===== src/rtl/bcd_updown_counter_n.sv =====
// Multi-digit packed-BCD up/down counter with enable prescaler, synchronous clamped load,
// wrap/saturate boundary mode and a registered one-cycle terminal-count pulse.
module bcd_updown_counter_n #(
  parameter int DIGITS   = 4,
  parameter int PRESCALE = 1,
  parameter int PW       = 32
) (
  input  logic                clk,
  input  logic                rst_n,
  input  logic                en_i,
  input  logic                ud_i,
  input  logic                sat_i,
  input  logic                load_i,
  input  logic [4*DIGITS-1:0] load_val_i,
  output logic [4*DIGITS-1:0] q_o,
  output logic                tick_o,
  output logic                tc_o
);

  localparam int              W         = 4 * DIGITS;
  localparam logic [PW-1:0]   PRES_LAST = PW'(PRESCALE - 1);
  localparam logic [W-1:0]    MAX_BCD   = {DIGITS{4'h9}};

  logic [W-1:0]  q_q, q_d;
  logic [PW-1:0] pres_q, pres_d;
  logic          tc_q, tc_d;
  logic          at_max, at_min, tick;

  // Out-of-range nibbles become 9 so an illegal BCD code can never be stored.
  function automatic logic [W-1:0] clamp_bcd(input logic [W-1:0] v);
    logic [W-1:0] r;
    r = v;
    for (int i = 0; i < DIGITS; i++) begin
      if (v[4*i +: 4] > 4'd9) r[4*i +: 4] = 4'd9;
    end
    return r;
  endfunction

  function automatic logic [W-1:0] step_up(input logic [W-1:0] v);
    logic [W-1:0] r;
    logic         carry;
    r     = v;
    carry = 1'b1;
    for (int i = 0; i < DIGITS; i++) begin
      if (carry) begin
        if (v[4*i +: 4] == 4'd9) begin
          r[4*i +: 4] = 4'd0;
        end else begin
          r[4*i +: 4] = v[4*i +: 4] + 4'd1;
          carry       = 1'b0;
        end
      end
    end
    return r;
  endfunction

  function automatic logic [W-1:0] step_down(input logic [W-1:0] v);
    logic [W-1:0] r;
    logic         borrow;
    r      = v;
    borrow = 1'b1;
    for (int i = 0; i < DIGITS; i++) begin
      if (borrow) begin
        if (v[4*i +: 4] == 4'd0) begin
          r[4*i +: 4] = 4'd9;
        end else begin
          r[4*i +: 4] = v[4*i +: 4] - 4'd1;
          borrow      = 1'b0;
        end
      end
    end
    return r;
  endfunction

  always_comb begin
    at_max = 1'b1;
    at_min = 1'b1;
    for (int i = 0; i < DIGITS; i++) begin
      if (q_q[4*i +: 4] != 4'd9) at_max = 1'b0;
      if (q_q[4*i +: 4] != 4'd0) at_min = 1'b0;
    end
  end

  assign tick = en_i & (pres_q == PRES_LAST) & ~load_i;

  // NOTE: every next-state signal gets a default first, so no path leaves it unassigned (no latch).
  always_comb begin
    q_d    = q_q;
    pres_d = pres_q;
    tc_d   = 1'b0;
    if (load_i) begin
      q_d    = clamp_bcd(load_val_i);
      pres_d = '0;
    end else if (en_i) begin
      pres_d = (pres_q == PRES_LAST) ? '0 : pres_q + PW'(1);
      if (tick) begin
        if (ud_i) begin
          if (at_max) begin
            tc_d = 1'b1;
            q_d  = sat_i ? q_q : '0;
          end else begin
            q_d  = step_up(q_q);
          end
        end else begin
          if (at_min) begin
            tc_d = 1'b1;
            q_d  = sat_i ? q_q : MAX_BCD;
          end else begin
            q_d  = step_down(q_q);
          end
        end
      end
    end
  end

  // NOTE: sequential state uses non-blocking assignments so all registers update together.
  always_ff @(posedge clk or negedge rst_n) begin
    if (!rst_n) begin
      q_q    <= '0;
      pres_q <= '0;
      tc_q   <= 1'b0;
    end else begin
      q_q    <= q_d;
      pres_q <= pres_d;
      tc_q   <= tc_d;
    end
  end

  assign q_o    = q_q;
  assign tick_o = tick;
  assign tc_o   = tc_q;

endmodule

===== config.mk =====
export PLATFORM = sky130hd
export DESIGN_NAME = bcd_updown_counter_n
export DESIGN_NICKNAME = d
export VERILOG_FILES = /design/src/rtl/bcd_updown_counter_n.sv
export SDC_FILE = /design/constraint.sdc
export NUM_CORES = 1
export LEC_CHECK = 0
export ABC_AREA = 1
export CORE_ASPECT_RATIO = 1.5
export CORE_MARGIN = 2
export CORE_UTILIZATION = 55
export CTS_CLUSTER_DIAMETER = 40
export DETAILED_ROUTE_END_ITERATION = 10
export PLACE_DENSITY = 0.77
export SYNTH_ARGS = -nofsm -noshare
export SYNTH_HDL_FRONTEND = slang
export SYNTH_SLANG_ARGS = --single-unit

===== constraint.sdc =====
create_clock -name clk -period 2.7 [get_ports clk]
set_input_delay 0.405 -clock clk [delete_from_list [all_inputs] [get_ports clk]]
set_output_delay 0.405 -clock clk [all_outputs]
set_load 0.03 [all_outputs]

==> impl_metrics.toml <==
[placement]
dp_hpwl_um = 8820
io_buffers = 39
routabilityCongestion = 0.940
place_area_sq_um = 4570
numPlacedInstances = 766

[yosys]
synth_area_leader_cell = "dfrtp_1"
synth_cells = 633
synth_edf_count = 0
syn_area_sq_um = 4090
ys_seq_area_frac = 0.300
avgSynthCellArea_sq_um = 6.46
ys_warn_count = 0
synth_commonest_cells = "181 x nand2_1, 85 x nor2_1, 66 x inv_1, 62 x nand3_1, 49 x dfrtp_1"
netlist.area_leader.share = 0.300
synth_cell_type_count = 34
synth_fp_nets = 669
synth-seq-cells = 49
yosysMostFrequentCell = "nand2_1"
synth_top_flop_cell = "dfrtp_1"
ys_async_sr_fraction = 1.00
synth_area_leaders = "dfrtp_1 30%, nand2_1 17%, nor2_1 7.8%"

[global_route]
grt_util_all_layers = 0.303
grt_pass1_wl_um = 19100
antenna_found_initial = 0
grt_max_degree = 33
grt_overflow = 0
grt_pass1_vias = 4267

[cts]
cts_tree = "yes"
cts-resized-gates = 0
postCtsSetupBuffers = 0
path_clk_slew_ps = 100
cts_hold_buf = 0
cts_made_buffers = 5
insertion_delay_ps = 320
cts.path.max_buffers = 2
cts_root_buf = "clkbuf_8"
h-tree-depth = 2
cts.sink_count = 49

[detailed_routing]
wire_per_inst_um = 14.8
drc_errors = 0
routed_wl_um = 11500
dr_total_vias = 4320
drtIter0Drc = 308
ant_nets = 0
drt_pass1_iterations = 9
viasPerCell = 5.58

[timing]
rsz0062_at_grt = "false"
setup_viol = 0
max_slew.worst_pin.slew_ps = 534
max_slew_margin = 0.643
finalSetupTns_ps = 0
finalCriticalPeriod_ps = 2390
whs_ps = -10.1
fin_worst_skew_ps = 10.4
slew_violations = 0
fmax_mhz = 418
final.period_utilization = 0.887
hold_viol = 17

[pwr]
clkPwrFrac = 0.225
seqPwrFrac = 0.374
cellLeakagePower_nw = 2.23
powerDensity_nw_per_um2 = 541
vdd_drop_max_mv = 0.572
pwr-share-comb = 0.401
p_sw_frac = 0.413
p_switching_mw = 1.05
p_total_mw = 2.54
internal-power_mw = 1.49

[worst_setup_path]
reg2reg_from = "pres_q[0]$_DFFE_PN0P_"
cp-end-kind = "output pin"
crit_type = "reg2out"
cp_data_arrival_time_ps = 1990
worstPathMaxFanout = 4
r2r_cells = 10
crit_start = "pres_q[0]$_DFFE_PN0P_"
required_ps = 2300
start_kind = "flop"
reg2reg_slack_ps = 670
regToRegEndpoint = "pres_q[9]$_DFFE_PN0P_"

[floorplanning]
die_y_um = 110
die_area_sq_um = 8160
io_pins = 40
die_w_um = 74.4
initial_core_util = 0.566
row_count = 38
core_area_sq_um = 7230

[finish]
flow.area_growth_from_synthesis_pct = 14.7
fin_cells = 774
drive_above_1_share = 0.0920
final_cell_area_sq_um = 4690
nNetsFinal = 709
antenna_cells = 0
n_fill_cell = 674
post-route-util = 0.649

[outcome]
violations = "hold timing"
status = "complete, but fails checks"

[flow_run]
drv_cap = 0

[min_path]
hold_class = "in2async"
logic make-up (layout without fill, tap and decap cells):
| family | count (synthesis) | count (layout) | synth area share |
|---|---|---|---|
| and+or+nand+nor | 410 | 410 | 0.459 |
| buffers and inverters | 93 | 134 | 0.0960 |
| DFF | 49 | 49 | 0.300 |
| adders and majority gates | 14 | 14 | 0.0428 |
| AOI/OAI and AO/OA | 51 | 51 | 0.0682 |
| xor gates and xnor gates | 16 | 16 | 0.0342 |
worst max path at each step:
stage	endpoint	slack (ps)	cells after the start
floorplan	q_o[0]$_DFFE_PN0P_	910	10
global placement	q_o[1]$_DFFE_PN0P_	420	9
detailed placement	q_o[1]$_DFFE_PN0P_	310	9
CTS	tick_o	360	8
global route	tick_o	170	8
finish	tick_o	310	8
power groups by stage:
| stage | registers (mW) | logic, mW | clock network [mW] |
|---|---|---|---|
| 3_3_place_gp | 0.959 | 0.980 | 0 |
| 3_5_place_dp | 0.961 | 1.01 | 0 |
| 6_report | 0.949 | 1.02 | 0.572 |
| 4_1_cts | 0.948 | 1.01 | 0.582 |
| 5_1_grt | 0.962 | 1.12 | 0.619 |
| 2_1_floorplan | 1.05 | 0.565 | 0 |
registers in the layout, summed over array words and instances (netlist names):
register / cells
q_o: 16
pres_q: 32
tc_o: 1
placed cells by master (no fill, tap or decap), drive strengths merged, types with 2 or more instances in the layout:
| cell | n |
|---|---|
| a21oi | 14 |
| and3 | 3 |
| buf | 11 |
| clkbuf | 6 |
| clkdlybuf4s50 | 37 |
| dfrtp | 49 |
| ha | 14 |
| inv | 78 |
| nand2 | 192 |
| nand3 | 67 |
| nand4 | 32 |
| nor2 | 97 |
| nor3 | 16 |
| nor4 | 2 |
| o211ai | 5 |
| o21ai | 28 |
| xnor2 | 4 |
| xor2 | 12 |
stage by stage:
step | hold WS [ps] | setup WS (ps)
6_report | -10.1 | 306
5_1_grt | 16.2 | 165
4_1_cts | 5.68 | 360
3_5_place_dp | 352 | 309
3_3_place_gp | 344 | 417
2_1_floorplan | 109 | 908
critical path, stage by stage, from the launching register on:
cell     delay, ps
dfrtp_1        440
inv_1          110
ha_1           170
nand4_1        100
nor2_1         100
nand2_1         60
nor2_1         250
and3_1         270
buf_4          180
layout make-up:
cell class	instances	area (sq um)	share of cell area
clock buffer	6	82.6	0.0176
sequential	49	1230	0.261
clock inverter	2	37.5	0.00800
tap	100	125	0.0267
inverter	78	298	0.0635
multi-input combinational	491	2470	0.527
timing repair buffer	48	450	0.0960
metal layers:
| metal | wire (um) | track usage | part of all wire | up-vias |
|---|---|---|---|---|
| met5 | 0 | 0 | 0 | - |
| met4 | 800 | 0.214 | 0.070 | 0 |
| met3 | 443 | 0.0367 | 0.039 | 58 |
| met2 | 5920 | 0.537 | 0.52 | 163 |
| met1 | 4290 | 0.321 | 0.37 | 1972 |
| li1 | - | - | - | 2127 |
Power figures use the tool's default switching activity.
